[src/rtl/cpu_types_pkg.sv]
// cpu_types_pkg: shared CPU control types; holds the pipeline controller state encoding.
`default_nettype none

package cpu_types_pkg;

  localparam int PCTRL_STATE_W = 2;

  typedef enum logic [PCTRL_STATE_W-1:0] {
    RUN     = 2'd0,
    MEMDONE = 2'd1,
    HALT    = 2'd2
  } pctrl_state_t;

endpackage

`default_nettype wire

[src/rtl/pipeline_ctrl_perf.sv]
// pipeline_ctrl_perf: saturating stall-cycle and hazard-flush counters.
`default_nettype none

module pipeline_ctrl_perf #(
  parameter int CNT_W = 32
) (
  input  logic             clk,
  input  logic             rst,
  input  logic             stall_inc_i,
  input  logic             flush_inc_i,
  output logic [CNT_W-1:0] stall_cycles_o,
  output logic [CNT_W-1:0] flush_count_o
);

  logic [CNT_W-1:0] stall_q;
  logic [CNT_W-1:0] flush_q;

  // Counters hold at all-ones instead of wrapping.
  always_ff @(posedge clk) begin
    if (rst) begin
      stall_q <= '0;
      flush_q <= '0;
    end else begin
      if (stall_inc_i && (stall_q != '1)) stall_q <= stall_q + CNT_W'(1);
      if (flush_inc_i && (flush_q != '1)) flush_q <= flush_q + CNT_W'(1);
    end
  end

  assign stall_cycles_o = stall_q;
  assign flush_count_o  = flush_q;

endmodule

`default_nettype wire

[src/rtl/pipeline_ctrl.sv]
// pipeline_ctrl: pipeline latch enables/flushes, one-shot dmem masking and halt sequencing.
// Define PIPE_CTRL_PERF_EN to build the stall/flush performance counters (tied to 0 otherwise).
`default_nettype none

module pipeline_ctrl
  import cpu_types_pkg::*;
#(
  parameter int CNT_W = 32
) (
  input  logic             CLK,
  input  logic             RST,
  input  logic             disable_fetch,
  input  logic             flush2,
  input  logic             flush3,
  input  logic             ihit,
  input  logic             dhit,
  input  logic             mem_dren,
  input  logic             mem_dwen,
  input  logic             wb_halt,
  output logic             pc_en,
  output logic             ifid_en,
  output logic             idex_en,
  output logic             exmem_en,
  output logic             memwb_en,
  output logic             ifid_flush,
  output logic             idex_flush,
  output logic             dmem_ren,
  output logic             dmem_wen,
  output logic             halt,
  output logic [CNT_W-1:0] stall_cycles,
  output logic [CNT_W-1:0] flush_count
);

  pctrl_state_t state_q, state_d;
  logic         pend2_q, pend2_d;
  logic         pend3_q, pend3_d;
  logic         halt_q;

  logic w_memop;
  logic w_adv;
  logic w_f2;
  logic w_f3;

  assign w_memop = mem_dren | mem_dwen;
  assign w_f2    = flush2 | pend2_q;
  assign w_f3    = flush3 | pend3_q;

  always_comb begin
    w_adv = 1'b0;
    case (state_q)
      RUN:     w_adv = ihit & (~w_memop | dhit);
      MEMDONE: w_adv = ihit;
      default: w_adv = 1'b0;
    endcase
    if (wb_halt || RST) w_adv = 1'b0;
  end

  always_ff @(posedge CLK) begin
    if (RST) begin
      state_q <= RUN;
      pend2_q <= 1'b0;
      pend3_q <= 1'b0;
      halt_q  <= 1'b0;
    end else begin
      state_q <= state_d;
      pend2_q <= pend2_d;
      pend3_q <= pend3_d;
      halt_q  <= halt_q | wb_halt;
    end
  end

  // A flush seen while stalled is remembered until the next advance applies it.
  always_comb begin
    state_d = state_q;
    case (state_q)
      RUN:     if (w_memop && dhit && !ihit) state_d = MEMDONE;
      MEMDONE: if (ihit) state_d = RUN;
      HALT:    state_d = HALT;
      default: state_d = RUN;
    endcase
    if (wb_halt) state_d = HALT;

    pend2_d = w_adv ? 1'b0 : (pend2_q | flush2);
    pend3_d = w_adv ? 1'b0 : (pend3_q | flush3);
  end

  always_comb begin
    memwb_en   = w_adv;
    exmem_en   = w_adv;
    idex_en    = w_adv;
    pc_en      = w_adv & (~disable_fetch | w_f2);
    ifid_en    = w_adv & (~disable_fetch | w_f2);
    ifid_flush = w_adv & w_f2;
    idex_flush = w_adv & (w_f3 | disable_fetch);
    dmem_ren   = 1'b0;
    dmem_wen   = 1'b0;
    // MEMDONE means the access already hit; re-issuing it would duplicate a store.
    if ((state_q == RUN) && !wb_halt && !RST) begin
      dmem_ren = mem_dren;
      dmem_wen = mem_dwen;
    end
  end

  assign halt = halt_q;

`ifdef PIPE_CTRL_PERF_EN
  logic w_stall_inc;
  logic w_flush_inc;

  assign w_stall_inc = (state_q != HALT) & ~RST & ~w_adv;
  assign w_flush_inc = w_adv & (w_f2 | w_f3);

  pipeline_ctrl_perf #(
    .CNT_W (CNT_W)
  ) u_perf (
    .clk            (CLK),
    .rst            (RST),
    .stall_inc_i    (w_stall_inc),
    .flush_inc_i    (w_flush_inc),
    .stall_cycles_o (stall_cycles),
    .flush_count_o  (flush_count)
  );
`else
  assign stall_cycles = '0;
  assign flush_count  = '0;
`endif

endmodule

`default_nettype wire

[config.mk]
export PLATFORM = sky130hd
export DESIGN_NAME = pipeline_ctrl
export DESIGN_NICKNAME = d
export VERILOG_FILES = /design/src/rtl/cpu_types_pkg.sv /design/src/rtl/pipeline_ctrl_perf.sv /design/src/rtl/pipeline_ctrl.sv
export SDC_FILE = /design/constraint.sdc
export NUM_CORES = 1
export LEC_CHECK = 0
export BUFFER_PORTS_ARGS = -buffer_cell sky130_fd_sc_hd__buf_2
export CORE_MARGIN = 10
export CORE_UTILIZATION = 36
export CTS_CLUSTER_SIZE = 25
export DETAILED_ROUTE_END_ITERATION = 8
export GPL_TIMING_DRIVEN = 0
export PLACE_DENSITY = 0.93
export SLEW_MARGIN = 10
export SYNTH_ARGS = -nofsm -noshare
export SYNTH_HDL_FRONTEND = slang
export SYNTH_SLANG_ARGS = --single-unit
[constraint.sdc]
create_clock -name CLK -period 2.45 [get_ports CLK]
set_input_delay 0.1225 -clock CLK [delete_from_list [all_inputs] [get_ports CLK]]
set_output_delay 0.1225 -clock CLK [all_outputs]
set_load 0.1 [all_outputs]
Word-level counts from Yosys, hierarchy flattened
Cells that the tools add are included.
W data, S select, Z words.
- bits in registers: 5
- muxes and demuxes: 8
- bitwise gates (word level): 13
- reduce and logical (&&, ||, !) cells: 13
- equality and inequality tests: 6
- operators by type and width (operator ; number):
    $or A1 B1 Y1 ; 7
    $mux W2 ; 3
    $ne A3 B3 Y1 const B ; 2
    $pmux W2 S3 ; 1
    $and A1 B1 Y1 ; 4
    $logic_and A1 B1 Y1 ; 4
    $ne A2 B2 Y1 const B ; 2
    $reduce_and A2 Y1 ; 2
    $reduce_or A2 Y1 ; 2
    $logic_not A1 Y1 ; 3
    $mux W1 ; 3
    $eq A2 B1 Y1 const B ; 1
    $eq A2 B2 Y1 const B ; 1
    $logic_not A2 Y1 ; 1
    $not A1 Y1 ; 2
    $pmux W1 S2 ; 1
    $logic_or A1 B1 Y1 ; 1

Longest topological paths before layout
Gate-level depths: netlist (run 1).
- word-level depth: 7
- mapped depth: 4

Worst setup path after synthesis (run 1)
No wires, ideal clock.
- kind: reg-to-output
- from: reg state_q[1]
- to: out pc_en
- slack: -434 ps
- cell stages (with the launch flop): 5
- required time: 2328 ps
- arrival: 2762 ps
- cells stage by stage: dfxtp_1 nor3_2 o311ai_4 a21oi_1 buf_4
- cells in the longest elaborated chain, start to end: 4
- elaborated cells on any way between the ends: 5
- RTL lines (element ; line ; text):
    start: declaration ; pipeline_ctrl.sv:34 ; pctrl_state_t state_q, state_d;
    start signal: assignment ; pipeline_ctrl.sv:65 ; state_q <= state_d;
    $eq A2 B1 Y1 / $logic_not A2 Y1 (equally long branches) ; pipeline_ctrl.sv:50 ; case (state_q)
    $pmux W1 S2 (*) ; pipeline_ctrl.sv:50 ;
    $mux W1 (*) ; pipeline_ctrl.sv:55 ; if (wb_halt || RST) w_adv = 1'b0;
    $and A1 B1 Y1 (*) ; -- ;
    end: declaration ; pipeline_ctrl.sv:20 ; output logic pc_en,
Every way passes the cells marked *; elsewhere a longest branch is shown, timed or not.

Final worst setup path (run 1)
- from: reg state_q[1]
- to: out pc_en
- cells in the longest elaborated chain, start to end: 4
- elaborated cells on any way between the ends: 5
- RTL lines (element ; line ; text):
    $eq A2 B1 Y1 / $logic_not A2 Y1 (equally long branches) ; pipeline_ctrl.sv:50 ;
    $pmux W1 S2 (*) ; pipeline_ctrl.sv:50 ;
    $mux W1 (*) ; pipeline_ctrl.sv:55 ;
    $and A1 B1 Y1 (*) ; pipeline_ctrl.sv:91 ; pc_en = w_adv & (~disable_fetch | w_f2);
Marks and branches as above.

==> results.py, run 1 <==
metrics = {
    "job": {
        "drv_cap": 0,
    },
    "drt": {
        "viasPerCell": 2.876,
        "vias": 601,
        "drcViolationCount": 0,
        "firstDrtPassIters": 4,
        "totalWireLength_um": 1906,
        "ant_nets": 0,
        "drt_iter0_drc": 12,
        "routedWlPerCell_um": 9.120,
    },
    "die": {
        "rows": 16,
        "core_area_sq_um": 1962,
        "die_h_um": 65.36,
        "initial_core_util_pct": 37.76,
        "die-area_sq_um": 4272,
        "pin_count": 84,
        "die_w_um": 65.36,
    },
    "grt": {
        "grt_start_max_net_pins": 7,
        "overflow": 0,
        "grtUsageMet3_pct": 7.966,
        "top_usage_layer": "met2",
        "met1_usage_pct": 5.418,
        "antenna_found_initial": 0,
        "grt_first_pass_wirelength_um": 2711,
        "grt_pass1_vias": 561,
        "grt_util_all_layers_pct": 7.888,
        "met2_usage_pct": 15.00,
    },
    "clock_network": {
        "cts_root_buffer": "clkbuf_4",
        "holdBufCountCts": 0,
        "clock_sinks": 5,
        "htree_levels": 1,
        "cts_tree": "yes",
        "clock_latency_ns": 0.24,
        "cts-buffers-inserted": 3,
        "ctsResizeCount": 0,
        "postCtsSetupBuffers": 0,
        "clk_path_buf_depth": 2,
        "clkSlewWorstSetupHoldPaths_ns": 0.04,
    },
    "timing": {
        "finalCriticalPeriod_ns": 1.843,
        "setup_violations": 0,
        "rsz0062_at_grt": "no",
        "fmax_mhz": 542.5,
        "finClkSkew_ns": 0.002284,
        "finalHoldViolations": 0,
        "finalCritPeriodShare_pct": 75.24,
        "fin_tns_setup_ns": 0,
        "drv_slew": 0,
    },
    "setup_path": {
        "slowest_delay_ns": 0.41,
        "crit_type": "reg2out",
        "critPathBufInv": 2,
        "crit_required_ns": 2.33,
        "slowest_stage": "buf_2",
        "worstSetupEndpointType": "output port",
        "worstSetupStartpointType": "flop",
        "crit_family": "buffers and inverters",
        "cp_cell_sequence": "nor3_2 -> o311ai_4 -> a21oi_2 -> buf_4 -> buf_2",
        "arrival_ns": 1.72,
        "cp_max_fo": 4,
    },
    "synthesis": {
        "ys_ff_latch": 5,
        "synth_top_family_by_area": "buffers and inverters",
        "yosysWarnings": 0,
        "synthCells": 96,
        "yosysSeqAreaShare_pct": 13.51,
        "ys_types": 14,
        "synthAdderAreaFrac_pct": 0,
        "synth-compound-area-share_pct": 6.250,
        "synth_area_per_cell_sq_um": 7.716,
        "synth.area.mux_share_pct": 0,
        "synth-xor-area-share_pct": 0,
        "synthSimpleGateAreaFrac_pct": 10.81,
        "synth_area_sq_um": 740.7,
    },
    "final_layout": {
        "area_delta_synth_final_pct": 53.38,
        "nFillCells": 183,
        "layout_commonest_cell": "buf_4",
        "fin_nets": 193,
        "final_layout_size_suffix_gt1_share_pct": 51.10,
        "antennaDiodeCount": 0,
        "final_cell_mix": "67 x buf_4, 64 x conb_1, 19 x buf_2",
    },
    "pwr": {
        "power_density_nw_per_um2": 677.0,
        "p_leak_nw": 0.7634,
        "ir_drop_uv": 365.1,
        "finalPower_uw": 769.2,
    },
    "placement": {
        "dpl.hpwl_um": 1864,
        "place_congestion": 0.6663,
        "port_buffers": 19,
    },
    "worst_hold_path": {
        "hp-class": "in2reg",
    },
    "status": {
        "outcome": "complete, no violations",
    },
}
area by class of cell:
class | instances | area (sq um) | area share [%]
buffer | 67 | 503.0 | 44.27
clock buffer | 4 | 26.28 | 2.313
inverter | 2 | 7.507 | 0.6608
multi-input combinational | 85 | 370.4 | 32.60
sequential | 5 | 100.1 | 8.811
tap | 27 | 33.78 | 2.974
timing repair buffer | 19 | 95.09 | 8.370
flip-flops by register name, summed over array words and instances (netlist names):
register  count
pend2_q       1
pend3_q       1
state_q       2
halt          1
report_power, final:
| part | internal (mW) | leakage, nW | switching, mW | total, mW |
|---|---|---|---|---|
| clock network | 0.0615 | 0.0150 | 0.0322 | 0.0936 |
| logic | 0.0864 | 0.707 | 0.499 | 0.586 |
| registers | 0.0870 | 0.0416 | 0.00287 | 0.0899 |
| total | 0.235 | 0.763 | 0.534 | 0.769 |
through the flow:
stage | setup slack [ns] | instance area (sq um) | utilization (%) | std cells | hold slack, ns
after floorplan | 0.2717 | 980.9 | - | 159 | 0.1949
after global placement | 0.9007 | 1110 | 56.57 | 205 | 0.3737
after detailed placement | 0.8571 | 1110 | 56.57 | 205 | 0.3820
after CTS | 0.5973 | 1136 | 57.91 | 209 | 0.1265
after global routing | 0.5240 | 1136 | 57.91 | 209 | 0.1458
final | 0.6065 | 1136 | 57.91 | 209 | 0.1311
synth_stat cells:
cell | number | area [sq um]
a21oi_1 | 3 | 15.01
conb_1 | 1 | 3.750
and2_1 | 2 | 12.51
nor3_1 | 3 | 15.01
nand2b_1 | 1 | 6.260
inv_2 | 1 | 3.750
nor2_1 | 8 | 30.03
inv_1 | 1 | 3.750
dfxtp_1 | 5 | 100.1
buf_4 | 67 | 503.0
nor3_2 | 1 | 10.01
o21ai_0 | 1 | 5.000
o311ai_4 | 1 | 26.28
nor4_1 | 1 | 6.260
kinds of logic after synthesis:
kind of cell	count (synthesis)
buf+inv	69
simple gates	16
compound gates	5
other cells	1
flops	5
layer usage:
metal  part of all wire [%]  routed length (um)  vias up
met5                      0                   0        -
met1                     26                 503      219
met4                      0                   0        0
li1                       -                   -      340
met3                     20                 380        0
met2                     54                1022       42
worst paths after layout:
check	from	to	slack [ns]	depth (start not counted)
setup / recovery	state_q[1]$_SDFFE_PP0P_	pc_en	0.61	5
setup reg to reg	state_q[1]$_SDFFE_PP0P_	pend2_q$_SDFF_PP0_	1.36	4
hold / removal	RST	state_q[1]$_SDFFE_PP0P_	0.13	2
hold reg to reg	halt$_SDFF_PP0_	halt$_SDFF_PP0_	0.47	2
(Power assumes the default switching activity.)
==> run 2: changes to the inputs <==
CORE_UTILIZATION = 33   (was 36)
PLACE_DENSITY = 0.87   (was 0.93)
clock period = 1.9 ns   (was 2.45 ns; I/O delays follow)
==> run 2 against run 1 <==
  * Combinational power up 29%
  * Cell area up 0.77%
  * Total power up 29%
  * First-iteration DRC count down 33%
  * Sequential share of layout area down 0.067 points
  * Critical path depth unchanged
  * Wire length down 1.5%
  * Clock power up 28%
  * Flip-flop and latch count unchanged
  * Critical path type unchanged
  * Largest cell class unchanged
==> results.py, run 2 (same netlist as run 1, synthesis figures left out) <==
metrics = {
    "final_layout": {
        "final_cell_mix": "67 x buf_4, 64 x conb_1, 19 x buf_2",
        "final_layout_size_suffix_gt1_share_pct": 51.10,
        "largest_reg_flops": 2,
        "top_register": "state_q",
        "fin_nets": 193,
        "fin_area_sq_um": 1145,
        "finalCoreUtilization_pct": 52.77,
        "layout_commonest_cell": "buf_4",
        "antennaDiodeCount": 0,
        "area_delta_synth_final_pct": 54.56,
    },
    "placement": {
        "place_congestion": 0.6624,
        "port_buffers": 19,
        "dpl.hpwl_um": 1848,
        "dp_worst_setup_slack_ns": 0.3522,
        "placed_cell_area_sq_um": 1119,
    },
    "clock_network": {
        "cts_root_buffer": "clkbuf_4",
        "postCtsSetupBuffers": 0,
        "cts-buffers-inserted": 3,
        "clock_sinks": 5,
        "clock_latency_ns": 0.24,
        "clkSlewWorstSetupHoldPaths_ns": 0.04,
        "htree_levels": 1,
        "clk_path_buf_depth": 2,
        "ctsResizeCount": 0,
        "cts_tree": "yes",
        "holdBufCountCts": 0,
    },
    "setup_path": {
        "arrival_ns": 1.69,
        "startpoint": "state_q[1]$_SDFFE_PP0P_",
        "crit_type": "reg2out",
        "cp_max_fo": 4,
        "r2r.worst_path.cells": 3,
        "worstSetupStartpointType": "flop",
        "r2r_start": "state_q[0]$_SDFFE_PP0P_",
        "worstSetupEndpointType": "output port",
        "crit_required_ns": 1.80,
    },
    "drt": {
        "viasPerCell": 2.971,
        "drt_iter0_drc": 8,
        "ant_nets": 0,
        "routedWlPerCell_um": 8.938,
        "totalWireLength_um": 1877,
        "vias": 624,
        "drcViolationCount": 0,
        "firstDrtPassIters": 4,
    },
    "timing": {
        "finalCritPeriodShare_pct": 93.91,
        "finalCriticalPeriod_ns": 1.784,
        "hold_slack_ns": 0.1094,
        "finClkSkew_ns": 0.001975,
        "finalHoldViolations": 0,
        "fmax_mhz": 560.5,
        "drv_slew": 0,
        "setup_ws_ns": 0.1157,
        "setup_violations": 0,
        "rsz0062_at_grt": "no",
    },
    "pwr": {
        "ir_drop_uv": 458.3,
        "p_leak_nw": 0.7646,
        "finalPower_uw": 992.9,
        "power_density_nw_per_um2": 867.3,
    },
    "die": {
        "rows": 17,
        "die_h_um": 67.38,
        "die_w_um": 67.38,
        "pin_count": 84,
        "initial_core_util_pct": 34.14,
        "core_area_sq_um": 2170,
        "die-area_sq_um": 4539,
    },
    "grt": {
        "overflow": 0,
        "antenna_found_initial": 0,
        "grt_util_all_layers_pct": 7.503,
        "grt_pass1_vias": 569,
        "grt_first_pass_wirelength_um": 2587,
        "grt_start_max_net_pins": 7,
    },
    "worst_hold_path": {
        "worstHoldPathCells": 2,
        "holdCritStartpoint": "RST",
        "hp-class": "in2reg",
    },
    "status": {
        "outcome": "complete, no violations",
    },
    "job": {
        "drv_cap": 0,
    },
}
-- run 2: cell counts in the layout (fill, tap and decap cells not counted) --
No cell type changed its count.
-- run 2: worst paths after layout --
path / to / slack [ns]
worst min-delay path: halt$_SDFF_PP0_ / 0.11
worst min register to register: halt$_SDFF_PP0_ / 0.46
worst max-delay path: pc_en / 0.12
worst max register to register: pend2_q$_SDFF_PP0_ / 0.80
-- run 2: per-stage QoR --
stage	cells	setup TNS [ns]
2_1_floorplan	159	-0.4686
3_3_place_gp	206	0
3_5_place_dp	206	0
4_1_cts	210	0
5_1_grt	210	0
6_report	210	0
-- run 2: area by class of cell --
class                   count  area (sq um)
multi-input cells          85         377.9
clock buffers               4         26.28
flip-flops and latches      5         100.1
plain buffers              67         503.0
fillers                   228          1025
inverters                   2         7.507
well taps                  28         35.03
repair buffers             19         95.09
-- run 2: critical path: stages (launching register included) --
cell,delay [ns]
dfxtp_1,0.32
nor3_2,0.28
o311ai_4,0.19
a21oi_4,0.14
buf_4,0.11
buf_2,0.41
-- run 2: layer usage --
layer | wire [um] | track usage (%) | share of wire [%]
met5 | 0 | 0 | 0
met2 | 890 | 11.97 | 47
met3 | 479 | 10.74 | 26
met4 | 0 | 1.538 | 0
met1 | 507 | 4.944 | 27
-- run 2: power breakdown --
group / total [mW] / switching, mW / internal [mW]
clock: 0.120 / 0.0412 / 0.0793
combinational: 0.756 / 0.645 / 0.112
sequential: 0.116 / 0.00380 / 0.112
total: 0.993 / 0.690 / 0.303
